## config.mk

```make
export PLATFORM = sky130hd
export DESIGN_NAME = sprite_compositor
export DESIGN_NICKNAME = d
export VERILOG_FILES = /design/src/rtl/pac_gfx_pkg.sv /design/src/rtl/sprite_hit.sv /design/src/rtl/sprite_compositor.sv
export SDC_FILE = /design/constraint.sdc
export NUM_CORES = 1
export LEC_CHECK = 0
export CORE_AREA = 2 2 174 176
export CTS_CLUSTER_SIZE = 25
export DETAILED_ROUTE_END_ITERATION = 7
export DIE_AREA = 0 0 176 178
export PLACE_DENSITY = 0.8
export SLEW_MARGIN = 20
export SYNTH_ARGS = -nofsm -noshare
export SYNTH_HDL_FRONTEND = slang
export SYNTH_SLANG_ARGS = --single-unit
```

## constraint.sdc

```tcl
create_clock -name Clk -period 2.45 [get_ports Clk]
set_input_delay 0.245 -clock Clk [delete_from_list [all_inputs] [get_ports Clk]]
set_output_delay 0.245 -clock Clk [all_outputs]
set_load 0.03 [all_outputs]
```

## src/rtl/pac_gfx_pkg.sv

```systemverilog
// Shared types for the Pac-Man graphics path: colour struct, frightened-mode states, coordinate width.
package pac_gfx_pkg;
    localparam int COORD_W = 10;

    typedef struct packed {
        logic [7:0] r;
        logic [7:0] g;
        logic [7:0] b;
    } rgb_t;

    typedef enum logic [1:0] {
        IDLE   = 2'd0,
        FRIGHT = 2'd1,
        FLASH  = 2'd2
    } fright_state_t;
endpackage

```

## src/rtl/sprite_hit.sv

```systemverilog
// Hit test for one sprite channel: is the current pixel inside the sprite box, and at which offset.
module sprite_hit
    import pac_gfx_pkg::*;
#(
    parameter int SPR_W = 8,
    parameter int SW    = $clog2(SPR_W)
) (
    input  logic [COORD_W-1:0] spr_x,
    input  logic [COORD_W-1:0] spr_y,
    input  logic               spr_en,
    input  logic [COORD_W-1:0] draw_x,
    input  logic [COORD_W-1:0] draw_y,
    output logic               hit,
    output logic [SW-1:0]      dx,
    output logic [SW-1:0]      row
);
    logic [COORD_W:0] dx_full;
    logic [COORD_W:0] dy_full;

    // A borrow (bit COORD_W) or any bit at/above SPR_W means outside, so sprites never wrap.
    always_comb begin
        dx_full = {1'b0, draw_x} - {1'b0, spr_x};
        dy_full = {1'b0, draw_y} - {1'b0, spr_y};
        hit     = spr_en && (dx_full[COORD_W:SW] == '0) && (dy_full[COORD_W:SW] == '0);
        dx      = dx_full[SW-1:0];
        row     = dy_full[SW-1:0];
    end
endmodule

```

## src/rtl/sprite_compositor.sv

```systemverilog
// Two-stage per-pixel compositor: wall over prioritised sprites over black, with the
// frightened/flash timer that recolours ghost channels.
module sprite_compositor
    import pac_gfx_pkg::*;
#(
    parameter int          N_SPR         = 4,
    parameter int          SPR_W         = 8,
    parameter int          GHOST_BASE    = 1,
    parameter int          FRIGHT_FRAMES = 360,
    parameter int          FLASH_FRAMES  = 120,
    parameter logic [23:0] FRIGHT_RGB    = 24'h0000FF,
    parameter logic [23:0] FLASH_RGB     = 24'hFFFFFF,
    parameter logic [23:0] WALL_RGB      = 24'h0000FF
) (
    input  logic                            Clk,
    input  logic                            Reset,
    input  logic                            frame_start,
    input  logic                            pix_valid,
    input  logic [COORD_W-1:0]              DrawX,
    input  logic [COORD_W-1:0]              DrawY,
    input  logic                            wall_on,
    input  logic [N_SPR*COORD_W-1:0]        spr_x,
    input  logic [N_SPR*COORD_W-1:0]        spr_y,
    input  logic [N_SPR-1:0]                spr_en,
    input  logic [N_SPR-1:0]                spr_mirror,
    input  logic [N_SPR*24-1:0]             spr_rgb,
    input  logic                            fright_start,
    output logic [N_SPR*$clog2(SPR_W)-1:0]  rom_addr,
    input  logic [N_SPR*SPR_W-1:0]          rom_data,
    output logic                            frightened,
    output logic [7:0]                      Red,
    output logic [7:0]                      Green,
    output logic [7:0]                      Blue,
    output logic                            rgb_valid,
    output fright_state_t                   dbg_state,
    output logic [9:0]                      dbg_cnt
);
    localparam int SW = $clog2(SPR_W);

    logic [N_SPR*COORD_W-1:0] shd_x_q, shd_x_d, shd_y_q, shd_y_d;
    logic [N_SPR-1:0]         shd_en_q, shd_en_d, shd_mirror_q, shd_mirror_d;
    logic [N_SPR*24-1:0]      shd_rgb_q, shd_rgb_d;
    logic [N_SPR*SW-1:0]      rom_addr_q, rom_addr_d, s0_dx_q, s0_dx_d;
    logic [N_SPR-1:0]         s0_hit_q, s0_hit_d;
    logic                     s0_wall_q, s0_wall_d, s0_valid_q, s0_valid_d;
    rgb_t                     rgb_q, rgb_d;
    logic                     rgb_valid_q, rgb_valid_d;
    fright_state_t            state_q, state_d;
    logic [9:0]               cnt_q, cnt_d;

    logic [N_SPR-1:0]         hit_w;
    logic [N_SPR*SW-1:0]      dx_w, row_w;
    logic [SW-1:0]            col;
    logic                     found;

    for (genvar i = 0; i < N_SPR; i++) begin : g_hit
        sprite_hit #(.SPR_W(SPR_W), .SW(SW)) u_hit (
            .spr_x  (shd_x_q[i*COORD_W +: COORD_W]),
            .spr_y  (shd_y_q[i*COORD_W +: COORD_W]),
            .spr_en (shd_en_q[i]),
            .draw_x (DrawX),
            .draw_y (DrawY),
            .hit    (hit_w[i]),
            .dx     (dx_w[i*SW +: SW]),
            .row    (row_w[i*SW +: SW])
        );
    end

    // Shadows and stage 0
    always_comb begin
        shd_x_d      = shd_x_q;
        shd_y_d      = shd_y_q;
        shd_en_d     = shd_en_q;
        shd_mirror_d = shd_mirror_q;
        shd_rgb_d    = shd_rgb_q;
        if (frame_start) begin
            shd_x_d      = spr_x;
            shd_y_d      = spr_y;
            shd_en_d     = spr_en;
            shd_mirror_d = spr_mirror;
            shd_rgb_d    = spr_rgb;
        end
        s0_valid_d = pix_valid;
        s0_wall_d  = wall_on & pix_valid;
        s0_hit_d   = hit_w & {N_SPR{pix_valid}};
        s0_dx_d    = dx_w;
        rom_addr_d = pix_valid ? row_w : rom_addr_q;
    end

    // Stage 1: priority mux. With SPR_W a power of 2, SPR_W-1-dx is simply ~dx.
    always_comb begin
        rgb_d = '0;
        found = 1'b0;
        col   = '0;
        if (s0_wall_q) begin
            rgb_d = WALL_RGB;
        end else begin
            for (int i = 0; i < N_SPR; i++) begin
                col = shd_mirror_q[i] ? s0_dx_q[i*SW +: SW] : ~s0_dx_q[i*SW +: SW];
                if (!found && s0_hit_q[i] && rom_data[i*SPR_W + int'(col)]) begin
                    found = 1'b1;
                    if (i >= GHOST_BASE && state_q != IDLE)
                        rgb_d = (state_q == FLASH && cnt_q[3]) ? FLASH_RGB : FRIGHT_RGB;
                    else
                        rgb_d = shd_rgb_q[i*24 +: 24];
                end
            end
        end
        if (!s0_valid_q)
            rgb_d = '0;
        rgb_valid_d = s0_valid_q;
    end

    // Frightened timer: the flash phase starts on the frame that leaves FLASH_FRAMES behind,
    // and IDLE is entered on the frame that brings the count to zero.
    always_comb begin
        state_d = state_q;
        cnt_d   = cnt_q;
        if (fright_start) begin
            cnt_d   = 10'(FRIGHT_FRAMES);
            state_d = FRIGHT;
        end else if (frame_start) begin
            case (state_q)
                FRIGHT: begin
                    cnt_d = cnt_q - 10'd1;
                    if (cnt_q == 10'(FLASH_FRAMES))
                        state_d = FLASH;
                end
                FLASH: begin
                    cnt_d = cnt_q - 10'd1;
                    if (cnt_q == 10'd1)
                        state_d = IDLE;
                end
                default: ;
            endcase
        end
    end

    always_ff @(posedge Clk) begin
        if (Reset) begin
            shd_x_q      <= '0;
            shd_y_q      <= '0;
            shd_en_q     <= '0;
            shd_mirror_q <= '0;
            shd_rgb_q    <= '0;
            rom_addr_q   <= '0;
            s0_dx_q      <= '0;
            s0_hit_q     <= '0;
            s0_wall_q    <= 1'b0;
            s0_valid_q   <= 1'b0;
            rgb_q        <= '0;
            rgb_valid_q  <= 1'b0;
            state_q      <= IDLE;
            cnt_q        <= '0;
        end else begin
            shd_x_q      <= shd_x_d;
            shd_y_q      <= shd_y_d;
            shd_en_q     <= shd_en_d;
            shd_mirror_q <= shd_mirror_d;
            shd_rgb_q    <= shd_rgb_d;
            rom_addr_q   <= rom_addr_d;
            s0_dx_q      <= s0_dx_d;
            s0_hit_q     <= s0_hit_d;
            s0_wall_q    <= s0_wall_d;
            s0_valid_q   <= s0_valid_d;
            rgb_q        <= rgb_d;
            rgb_valid_q  <= rgb_valid_d;
            state_q      <= state_d;
            cnt_q        <= cnt_d;
        end
    end

    assign rom_addr   = rom_addr_q;
    assign frightened = (state_q != IDLE);
    assign Red        = rgb_q.r;
    assign Green      = rgb_q.g;
    assign Blue       = rgb_q.b;
    assign rgb_valid  = rgb_valid_q;
    assign dbg_state  = state_q;
    assign dbg_cnt    = cnt_q;
endmodule
```

==> reports/results.ini, run 1 <==
[global_route]
gr-total-overflow = 0
antenna_found_initial = 3
grt_pass1_wl_um = 62400
grt_max_degree = 215
track_usage = 0.247
grt_pass1_vias = 12497

[logic_synthesis]
synth_area_um2 = 13600
synthCells = 1526
syn_avg_cell_area_um2 = 8.92
yosys_warnings = 0
synth_cell_type_count = 69
synth_seq_cells = 251
synth_nets = 1861
synthFlopType = dfxtp_1
synth_edf_count = 0
yosysSeqAreaShare = 0.369
synthArstFlopShare = 0

[floorplan]
die_w_um = 176
io_pins = 292
start_util = 0.463
rows = 63
core_area_um2 = 29400
die_h_um = 178
die_area_um2 = 31300

[timing]
relSlewSlack = 0.285
hold_slack_ps = 54.8
worst_slew_pin_slew_ps = 1070
setup_slack_ps = -7.36
min_period_over_period = 1.00
slew_viol_final = 0
grt_setup_unrepaired = yes
skew_ps = 18.1
finalSetupViolCount = 1
finalHoldViolCount = 0
fmax_mhz = 407
final.min_clock_period_ps = 2460

[min_path]
hold_path.class = in2reg
hold_path_depth = 2

[cells_and_area]
seq_area_um2 = 5040
stdcell_count = 2335
area_growth_pct = 40.6
nFillCells = 2301
multi_input_area_um2 = 8020
utilization = 0.650
design_area_um2 = 19100
final_nets = 2256
drive_above_1_share = 0.136
layout_commonest_cell = clkdlybuf4s50_1
final_cell_mix = clkdlybuf4s50_1, nor2_1, dfxtp_1, mux2i_1, buf_4

[setup_path]
crit_type = reg2reg
cp-startpoint = s0_dx_q[4]
rr_worst_depth = 9
cp-endpoint = Blue[2]
r2r-end = Blue[2]
r2r_start = s0_dx_q[4]
start_kind = flip-flop
cp.required_ps = 2880
path_max_fanout = 7
crit_arrival_ps = 2890
r2r_slack_ps = -7
crit_path_end_kind = flip-flop

[route]
vias = 12680
via_per_inst = 5.43
wl_per_cell_um = 17.4
ant_nets = 0
drt-total-wl_um = 40600
drcViolationCount = 0
drt_iter0_markers = 736
first_pass_iters = 5

[placed_design]
dpl_cell_area_um2 = 17900
dp_hpwl_um = 30400
port_buffers = 291
gp_congestion = 0.902
dp.cells = 2279

[cts]
htree_num_levels = 1
cts_buffers = 28
clk_path_buf_depth = 3
hold_buffers = 0
cts_tree = done
cts_num_sinks = 251
clk_pin_slew_worst_paths_ps = 60
clock_latency_ps = 550
root_buffer = clkbuf_16

[run]
maxCapViolCount = 0

[pwr]
ir_drop_uv = 527
p_leak_nw = 8.19
p_per_area_nw_per_um2 = 589
p_total_mw = 11.3

[status]
status = finished with violations
violations = negative setup slack

[kinds of logic after synthesis]
| kind of cell | count (synthesis) | synth area share |
|---|---|---|
| AOI/OAI and AO/OA | 296 | 0.148 |
| xor gates and xnor gates | 27 | 0.0174 |
| adders and majority gates | 93 | 0.0899 |
| buffers and inverters | 190 | 0.0552 |
| DFF | 251 | 0.369 |
| muxes | 213 | 0.162 |
| and+or+nand+nor | 456 | 0.159 |
[routing by layer]
layer  vias up  track usage  wire length (µm)
met2       427        0.435             19400
li1       6183            -                 -
met4         0       0.0909              1400
met5         -            0                 0
met1      5983        0.308             17200
met3        87       0.0362              2630
[through the flow]
step | setup WS, ps | TNS (ps)
detailed placement | -687 | -9690
global route | -139 | -374
floorplan | 125 | 0
finish | -7.36 | -7.36
global placement | -603 | -8370
CTS | 4.25 | 0
[report_power, final]
part | total, mW | internal [mW] | switching, mW
Clock | 4.28 | 2.58 | 1.69
Sequential | 4.49 | 4.32 | 0.176
Combinational | 2.49 | 1.33 | 1.16
Total | 11.3 | 8.23 | 3.03
[critical path, stage by stage (launching register included)]
cell      delay [ps]
dfxtp_1          390
mux2_1           340
nor4b_1          270
nor3_1           120
and3_4           200
buf_4            160
buf_4            180
a21oi_1          260
a221oi_2         120
a211o_1          300
[how the worst min path moves through the flow]
stage,startpoint,end,slack [ps]
2_1_floorplan,wall_on,s0_wall_q,370
3_3_place_gp,shd_rgb_q[77],shd_rgb_q[77],460
3_5_place_dp,shd_rgb_q[72],shd_rgb_q[72],470
4_1_cts,frame_start,dbg_cnt[1],30
5_1_grt,frame_start,dbg_cnt[1],80
6_report,frame_start,dbg_cnt[1],50
[Yosys cell counts (8+ instances only)]
library cell  count  area [µm²]
ha_1             85        1060
o21a_1           20         150
buf_1            18        67.6
a21o_1            8        60.1
xor2_1           10        87.6
nor3_1           45         225
a22oi_1          15         113
nor2_1          251         942
or3_1             8        50.1
or2_2             8        50.1
inv_1           111         417
a221oi_1         12         105
clkbuf_1         49         184
nor4_1           10        62.6
a21boi_0          8        60.1
o31a_1           11        96.3
nand2_1          25        93.8
nor2b_1          21         131
o221ai_1         14         123
a211oi_1         15         113
o2111ai_1         8        70.1
dfxtp_1         251        5020
o21ai_0          46         230
fa_1              8         160
xnor2_1          17         149
mux2i_1         206        2060
nand2b_1         29         181
a21oi_1          89         445
a211o_1          10        87.6
nand3_1          23         115
[flip-flops by register name (all words and copies together) (netlist names)]
name	flops
Blue	8
Green	8
Red	8
dbg_cnt	10
dbg_state	2
rgb_valid	1
rgb_valid_d	1
rom_addr	12
s0_dx_q	12
s0_hit_q	4
s0_wall_q	1
shd_en_q	4
shd_mirror_q	4
shd_rgb_q	96
shd_x_q	40
shd_y_q	40
[timing repair]
item	CTS	global route
endpoints found under the setup margin	25	29
hold endpoints to repair	0	0
buffers inserted	1	1
pin swaps	2	10
resized for setup	14	44
[cell type report]
type,count,share of cell area
Multi-Input combinational cell,1085,0.419
Sequential cell,251,0.263
Inverter,111,0.0218
Clock inverter,7,0.00530
Clock buffer,44,0.0445
Tap cell,390,0.0255
Timing Repair Buffer,444,0.220
Antenna cell,3,0.000393
No activity file was read; power rests on OpenSTA's default activity.
==> run 2, diff against run 1 <==
--- a/config.mk
+++ b/config.mk
@@ -9,7 +9,8 @@
 export CTS_CLUSTER_SIZE = 25
 export DETAILED_ROUTE_END_ITERATION = 7
 export DIE_AREA = 0 0 176 178
-export PLACE_DENSITY = 0.8
+export PLACE_DENSITY = 0.78
+export REMOVE_ABC_BUFFERS = 1
 export SLEW_MARGIN = 20
 export SYNTH_ARGS = -nofsm -noshare
 export SYNTH_HDL_FRONTEND = slang
==> reports/results.ini, run 2 (same netlist as run 1, synthesis figures left out) <==
[status]
status = completed

[global_route]
gr-total-overflow = 0
grt_max_degree = 113
busiest_layer = met2
met3_usage = 0.0475
track_usage = 0.265
antenna_found_initial = 4
grt_pass1_vias = 12696
grt_pass1_wl_um = 66100
use_met1 = 0.328
use_met2 = 0.462

[timing]
finalHoldViolCount = 0
worst_slew_pin_slew_ps = 835
skew_ps = 15.4
setup_slack_ps = 27.8
fmax_mhz = 413
final.min_clock_period_ps = 2420
grt_setup_unrepaired = yes
finalSetupViolCount = 0
relSlewSlack = 0.444
setup_tns_ps = 0
slew_viol_final = 0
min_period_over_period = 0.989

[floorplan]
rows = 63
start_util = 0.463
die_area_um2 = 31300
die_h_um = 178
die_w_um = 176
core_area_um2 = 29400
io_pins = 292

[route]
drt_iter0_markers = 882
drt-total-wl_um = 42700
via_per_inst = 5.43
drcViolationCount = 0
first_pass_iters = 7
wl_per_cell_um = 18.2
ant_nets = 0
vias = 12766

[cells_and_area]
stdcell_count = 2352
largest_register_ffs = 96
registers.top_by_ff_count = shd_rgb_q
layout_commonest_cell = clkdlybuf4s50_1
drive_above_1_share = 0.146
final_nets = 2274
final_cell_mix = clkdlybuf4s50_1, nor2_1, dfxtp_1, mux2i_1, buf_4
reg.largest.list = shd_rgb_q x96, shd_x_q x40, shd_y_q x40
area_growth_pct = 41.8

[placed_design]
gp_congestion = 0.941
dp.cells = 2292
dp_hpwl_um = 32100
dp_slack_ps = -619
port_buffers = 291

[setup_path]
slowest_stage = mux4_2
critPathMostFrequentCell = buf_6
cpPeakStageDelay_ps = 510
crit_type = reg2reg
crit_path_end_kind = flip-flop
crit_arrival_ps = 2860
cp.required_ps = 2890
path_max_fanout = 7
start_kind = flip-flop
crit_path_cell_trace = mux4_2 -> nor3b_2 -> nor3_2 -> and3_4 -> buf_6 -> nor3b_4 -> buf_6 -> clkbuf_16 -> a22oi_1 -> o221ai_1
path_buf_inv = 3
cp_top_family = simple AND/OR/NAND/NOR gates

[pwr]
p_total_mw = 11.2
p_leak_nw = 8.27
ir_drop_uv = 493
p_per_area_nw_per_um2 = 582

[cts]
cts_num_sinks = 251
cts_tree = done
cts_buffers = 29
root_buffer = clkbuf_16
clk_path_buf_depth = 3
clock_latency_ps = 550
htree_num_levels = 1
hold_buffers = 0
clk_pin_slew_worst_paths_ps = 60

[run]
maxCapViolCount = 0

[min_path]
hold_path.class = in2reg

-- run 2: what timing repair did --
action / CTS / global route
endpoints found under the hold margin: 0 / 0
pin swaps: 0 / 22
gates cloned: 0 / 1
gates resized for setup: 9 / 53
setup endpoints to repair: 17 / 28
setup buffers: 0 / 5
-- run 2: worst paths after layout --
kind,slack (ps),endpoint,cells after the start,from
setup / recovery,30,Red[1],10,s0_dx_q[3]
hold / removal,160,dbg_cnt[1],3,frame_start
setup reg to reg,30,Red[1],10,s0_dx_q[3]
hold reg to reg,480,rom_addr[7],2,rom_addr[7]
-- run 2: through the flow --
| step | instance area (µm²) | hold slack [ps] | utilization |
|---|---|---|---|
| 2_1_floorplan | 13300 | 312 | - |
| 3_3_place_gp | 18000 | 467 | 0.614 |
| 3_5_place_dp | 18000 | 474 | 0.614 |
| 4_1_cts | 19000 | 150 | 0.646 |
| 5_1_grt | 19300 | 180 | 0.656 |
| 6_report | 19300 | 163 | 0.656 |
-- run 2: power by group --
| group | internal (mW) | total, mW | switching [mW] |
|---|---|---|---|
| Clock | 2.47 | 4.15 | 1.68 |
| Sequential | 4.32 | 4.49 | 0.173 |
| Combinational | 1.38 | 2.58 | 1.21 |
-- run 2: cell type report --
type | instances | area (µm²)
diodes | 4 | 10.0
clock buffers | 41 | 841
clock inverters | 9 | 77.6
fillers | 2357 | 10100
inverters | 111 | 417
multi-input cells | 1085 | 8050
flip-flops and latches | 251 | 5030
well taps | 390 | 488
repair buffers | 461 | 4370
-- run 2: worst min-delay path, stage by stage --
cell	delay [ps]
buf_8	190
a21oi_1	160
a311oi_1	50
-- run 2: routing by layer --
layer | routed length [µm] | vias up
met5 | 10 | -
li1 | - | 6197
met4 | 1380 | 2
met3 | 3410 | 89
met2 | 20300 | 497
met1 | 17600 | 5981
==> run 3, diff against run 2 <==
--- a/config.mk
+++ b/config.mk
@@ -9,6 +9,7 @@
 export CTS_CLUSTER_SIZE = 25
 export DETAILED_ROUTE_END_ITERATION = 7
 export DIE_AREA = 0 0 176 178
+export GPL_ROUTABILITY_DRIVEN = 1
 export PLACE_DENSITY = 0.78
 export REMOVE_ABC_BUFFERS = 1
 export SLEW_MARGIN = 20
==> results of run 3 <==
Final layout, timing and power as in run 2 (identical DEF).
